### config.mk
export PLATFORM = sky130hd
export DESIGN_NAME = freq_driver_multi
export DESIGN_NICKNAME = d
export VERILOG_FILES = /design/src/rtl/freq_driver_multi.sv
export SDC_FILE = /design/constraint.sdc
export NUM_CORES = 1
export LEC_CHECK = 0
export CAP_MARGIN = 0
export CORE_MARGIN = 2
export CORE_UTILIZATION = 50
export CTS_CLUSTER_SIZE = 14
export DETAILED_ROUTE_END_ITERATION = 10
export GPL_ROUTABILITY_DRIVEN = 1
export GPL_TIMING_DRIVEN = 0
export PLACE_DENSITY = 0.79
export SLEW_MARGIN = 20
export SYNTH_ARGS = -nofsm -noshare
export SYNTH_HDL_FRONTEND = slang
export SYNTH_SLANG_ARGS = --single-unit
### constraint.sdc
create_clock -name clk -period 3.05 [get_ports clk]
set_clock_uncertainty 0.2 [all_clocks]
set_input_delay 0.4575 -clock clk [delete_from_list [all_inputs] [get_ports clk]]
set_output_delay 0.4575 -clock clk [all_outputs]
set_load 0.005 [all_outputs]
### src/rtl/freq_driver_multi.sv
// Multi-channel programmable square-wave divider with double-buffered half-periods.
// Optional phase-sync input is enabled by defining FREQ_DRV_PHASE_SYNC_EN.
module freq_driver_multi #(
    parameter int               CNT_W        = 32,
    parameter int               NCH          = 4,
    parameter logic [CNT_W-1:0] DEFAULT_HALF = 32'd250000
) (
    input  logic             clk,
    input  logic             rst,
    input  logic [NCH-1:0]   en,
    input  logic             load,
    input  logic [3:0]       load_ch,
    input  logic [CNT_W-1:0] load_half,
`ifdef FREQ_DRV_PHASE_SYNC_EN
    input  logic             sync,
`endif
    output logic [NCH-1:0]   div_clk,
    output logic [NCH-1:0]   tick,
    output logic [NCH-1:0]   pending
);

    logic [CNT_W-1:0] cnt_q  [NCH];
    logic [CNT_W-1:0] cnt_d  [NCH];
    logic [CNT_W-1:0] half_q [NCH];
    logic [CNT_W-1:0] half_d [NCH];
    logic [CNT_W-1:0] sh_q   [NCH];
    logic [CNT_W-1:0] sh_d   [NCH];
    logic [NCH-1:0]   div_q;
    logic [NCH-1:0]   div_d;
    logic [NCH-1:0]   tick_q;
    logic [NCH-1:0]   tick_d;
    logic [NCH-1:0]   pend_q;
    logic [NCH-1:0]   pend_d;
    logic             sync_s;

`ifdef FREQ_DRV_PHASE_SYNC_EN
    assign sync_s = sync;
`else
    assign sync_s = 1'b0;
`endif

    // Per-channel next state: disable/sync/terminal-count handling, then shadow apply and load.
    always_comb begin
        logic apply_v;
        logic hit_v;
        for (int i = 0; i < NCH; i++) begin
            cnt_d[i]  = cnt_q[i];
            half_d[i] = half_q[i];
            sh_d[i]   = sh_q[i];
            div_d[i]  = div_q[i];
            tick_d[i] = 1'b0;
            pend_d[i] = pend_q[i];
            apply_v   = 1'b0;
            hit_v     = load && (load_ch == 4'(i));

            if (!en[i]) begin
                cnt_d[i] = {CNT_W{1'b0}};
                div_d[i] = 1'b0;
                apply_v  = pend_q[i];
            end else if (sync_s) begin
                cnt_d[i] = {CNT_W{1'b0}};
                div_d[i] = 1'b0;
                apply_v  = pend_q[i];
            end else if (cnt_q[i] == half_q[i]) begin
                // Only the falling toggle is a full-period boundary, so that is where a new N lands.
                cnt_d[i]  = {CNT_W{1'b0}};
                div_d[i]  = ~div_q[i];
                tick_d[i] = ~div_q[i];
                apply_v   = pend_q[i] & div_q[i];
            end else begin
                cnt_d[i] = cnt_q[i] + {{(CNT_W-1){1'b0}}, 1'b1};
            end

            if (apply_v) begin
                half_d[i] = sh_q[i];
                pend_d[i] = 1'b0;
            end else begin
                half_d[i] = half_q[i];
            end

            // A load coinciding with an apply wins for sh/pending and waits one more period.
            if (hit_v) begin
                sh_d[i]   = load_half;
                pend_d[i] = 1'b1;
            end else begin
                sh_d[i] = sh_q[i];
            end
        end
    end

    // State registers with asynchronous active-low reset.
    always_ff @(posedge clk or negedge rst) begin
        if (!rst) begin
            for (int i = 0; i < NCH; i++) begin
                cnt_q[i]  <= {CNT_W{1'b0}};
                half_q[i] <= DEFAULT_HALF;
                sh_q[i]   <= DEFAULT_HALF;
            end
            div_q  <= {NCH{1'b0}};
            tick_q <= {NCH{1'b0}};
            pend_q <= {NCH{1'b0}};
        end else begin
            cnt_q  <= cnt_d;
            half_q <= half_d;
            sh_q   <= sh_d;
            div_q  <= div_d;
            tick_q <= tick_d;
            pend_q <= pend_d;
        end
    end

    assign div_clk = div_q;
    assign tick    = tick_q;
    assign pending = pend_q;

endmodule

==> summary.log <==
qor: route.wl_per_cell 20.9 um
qor: synth.syn_area 0.0210 sq mm
qor: worst_setup_path.worst_ep_arrival_time 3.10 ns
qor: clock_network.clk_latency 0.56 ns
qor: timing.tightest_slew_margin_relative_to_the_limit 41.2%
qor: timing.grt_setup_unrepaired no
qor: worst_setup_path.cp.required 3.27 ns
qor: worst_setup_path.crit_fanout 10
qor: synth.post-synth-top-count-cell sky130_fd_sc_hd__dfrtp_1
qor: worst_setup_path.r2r.worst_path.cells 7
qor: synth.yosysTopAreaCellShare 40.4%
qor: synth.synth.ff_latch_count 396
qor: worst_setup_path.setup.worst_path.start_class register
qor: die.design.die.area 0.0437 sq mm
qor: die.die_w 209 um
qor: placement.detailed_place_hpwl 40500 um
qor: route.dr_total_vias 17.9k
qor: cells_and_area.area_growth_syn_to_layout 13.4%
qor: synth.yosysUniqueCellTypes 40
qor: timing.timing.final.crit_period 2.88 ns
qor: route.routed_wl 58400 um
qor: synth.synth-warning-count 0
qor: timing.final-setup-viol-count 0
qor: worst_setup_path.critPathCaptureType register
qor: synth.postSynthNetCount 2171
qor: placement.portBuffers 52
qor: clock_network.clkTransAtPathRegs 0.06 ns
qor: clock_network.total_clock_buffers_created_by_cts 43
qor: clock_network.h-tree-depth 2
qor: clock_network.clock_path_buffers 3
qor: timing.number_of_hold_slack_violations_in_the_final_timing_report 0
qor: die.dieHeight 209 um
qor: route.route.detailed.drc 0
qor: placement.post-place-cells 2719
qor: synth.synth_top_cells_by_area sky130_fd_sc_hd__dfrtp_1 (40%), sky130_fd_sc_hd__dfstp_2 (7.0%), sky130_fd_sc_hd__mux2_2 (6.9%)
qor: synth.ys_seq_area_share 47.4%
qor: global_route.grt_start_max_net_pins 104
qor: job.max_cap_violations 0
qor: synth.syn-instance-count 2124
qor: die.row_count 75
qor: synth.synth.avg_cell_area 9.91 sq um
qor: timing.fin_crit_sh 94.3%
qor: worst_setup_path.critPathKind reg2reg
qor: timing.timing.final.max_slew_violations 0
qor: timing.timing.setup.tns 0 ns
qor: clock_network.cts_post_setup_buffers_inserted 0
qor: synth.synth.top_cells.by_count sky130_fd_sc_hd__dfrtp_1 (340), sky130_fd_sc_hd__nor2_1 (272), sky130_fd_sc_hd__nand2_1 (166)
qor: placement.gpl.final_weighted_congestion 0.924
qor: pwr.power_per_cell_area 535 mW/mm^2
qor: pwr.static-leakage-power 9.53 nW
qor: placement.dp_slack -0.0637 ns
qor: global_route.grt_use_total 26.5%
qor: pwr.totalPowerFinal 12.8 mW
qor: global_route.via_count_of_the_first_global_routing_pass 17.5k
qor: cells_and_area.post_layout_nonfiller_instances 2800
qor: global_route.grt_overflow 0
qor: synth.synth-edff-count 0
qor: die.start_util 50.4%
qor: timing.fmax 348 MHz
qor: clock_network.numClockSinks 396
qor: cells_and_area.fin_nets 2273
qor: die.core_area 0.0418 sq mm
qor: route.dr.pass1.iters 8
qor: clock_network.tritoncts built
qor: synth.synth_flop_cell sky130_fd_sc_hd__dfrtp_1
qor: route.vias_per_cell 6.38
qor: hold_path.holdCritPathClass in2async
qor: global_route.grt_pass1_wl 93500 um
qor: die.num_io_pins 55
qor: timing.tightestPinTransition 0.875 ns
qor: clock_network.clock_tree.root_cell sky130_fd_sc_hd__clkbuf_16
qor: pwr.max-vdd-ir-drop 0.396 mV
qor: global_route.antenna_violations_before_repair 2
qor: outcome.outcome completed
qor: route.drtAntennaViolNets 0
qor: synth.synth_top_area_cell sky130_fd_sc_hd__dfrtp_1
qor: synth.synth_async_sr_flop_share 100%
qor: cells_and_area.post_route_cells_drive_above_1_share 12.8%
qor: timing.finalWorstSetupSlack 0.174 ns
qor: route.drt_iter0_markers 2311
==> registers in the layout, summed over array words and instances (netlist names) <==
register / flops
half_q: 128
sh_q: 128
div_clk: 4
tick: 4
pending: 4
cnt_q: 128
==> cell usage in the layout, fill, tap and decap left out, drive strengths merged, types with 7 or more instances in the layout <==
master         netlist  final
dfrtp              340    340
nor2               272    272
clkbuf             149    216
nand2              166    166
xor2               151    151
nand3              139    139
a221oi             128    128
o211ai             128    128
mux2               128    128
a21o                97     97
xnor2               95     95
nand4               79     79
dfstp               56     56
clkdlybuf4s50        0     51
nor4                48     48
buf                 17     22
and4                21     21
nor3                18     18
and3                18     18
inv                 17     17
and2                 9      9
clkinv               2      9
o21ai                8      8
or3                  7      7
nor3b                7      7
==> cell type report <==
class,instances,area (sq um)
diodes,1,2.50
plain buffers,166,642
clock buffers,67,1360
clock inverters,12,118
fillers,3449,17900
inverters,19,71.3
multi-input cells,1543,10400
flip-flops and latches,396,9980
well taps,539,674
repair buffers,57,646
==> report_power, final <==
part           switching, mW  internal, mW  leakage [nW]
Combinational          0.564         0.538          4.15
Clock                   2.21          3.23         0.727
Sequential             0.459          5.77          4.65
Total                   3.23          9.54          9.53
==> metal layers <==
| metal | up-vias | part of all wire (%) | track usage, % |
|---|---|---|---|
| li1 | 7902 | - | - |
| met1 | 8949 | 42 | 37.2 |
| met2 | 869 | 46 | 42.2 |
| met3 | 141 | 8.4 | 4.82 |
| met4 | 0 | 2.8 | 7.83 |
| met5 | - | 0 | 0 |
==> kinds of logic after synthesis <==
kind of cell	count (synthesis)	share of synthesized area, %
adder cells (fa/ha/maj)	4	0.238
AO/OA/AOI/OAI	372	13.9
flip-flops	396	47.4
multiplexers	128	6.85
buffers and inverters	185	3.39
XOR/XNOR	246	10.2
AND/OR/NAND/NOR	793	17.9
==> stage by stage <==
step | hold WS (ns) | instance area [sq um] | util [%]
2_1_floorplan | -0.0381 | 21000 | -
3_3_place_gp | 0.308 | 22200 | 53.2
3_5_place_dp | 0.0911 | 22400 | 53.5
4_1_cts | 0.114 | 23800 | 57.1
5_1_grt | 0.137 | 23900 | 57.1
6_report | 0.121 | 23900 | 57.1
==> final timing paths <==
kind,start,end,slack [ns]
min in group clk,en[2],half_q[63],0.18
max in group asynchronous,rst,sh_q[4],0.92
min reg2reg,sh_q[44],half_q[44],0.33
min,rst,half_q[58],0.12
max,cnt_q[3],tick[3],0.17
max reg2reg,cnt_q[3],tick[3],0.17
==> repair_timing <==
action,CTS,global route
endpoints found under the setup margin,0,30
hold endpoints to repair,100,0
gates resized for setup,0,2
hold buffers,1,0
==> critical path, stage by stage, from the launching register on <==
cell and delay [ns]:
sky130_fd_sc_hd__dfrtp_1 0.44, sky130_fd_sc_hd__xor2_1 0.21, sky130_fd_sc_hd__nor4_1 0.40, sky130_fd_sc_hd__and4_1 0.27, sky130_fd_sc_hd__clkbuf_1 0.28, sky130_fd_sc_hd__nand2_1 0.25, sky130_fd_sc_hd__clkbuf_1 0.31, sky130_fd_sc_hd__nor3_1 0.38
No activity file was read; power rests on OpenSTA's default activity.
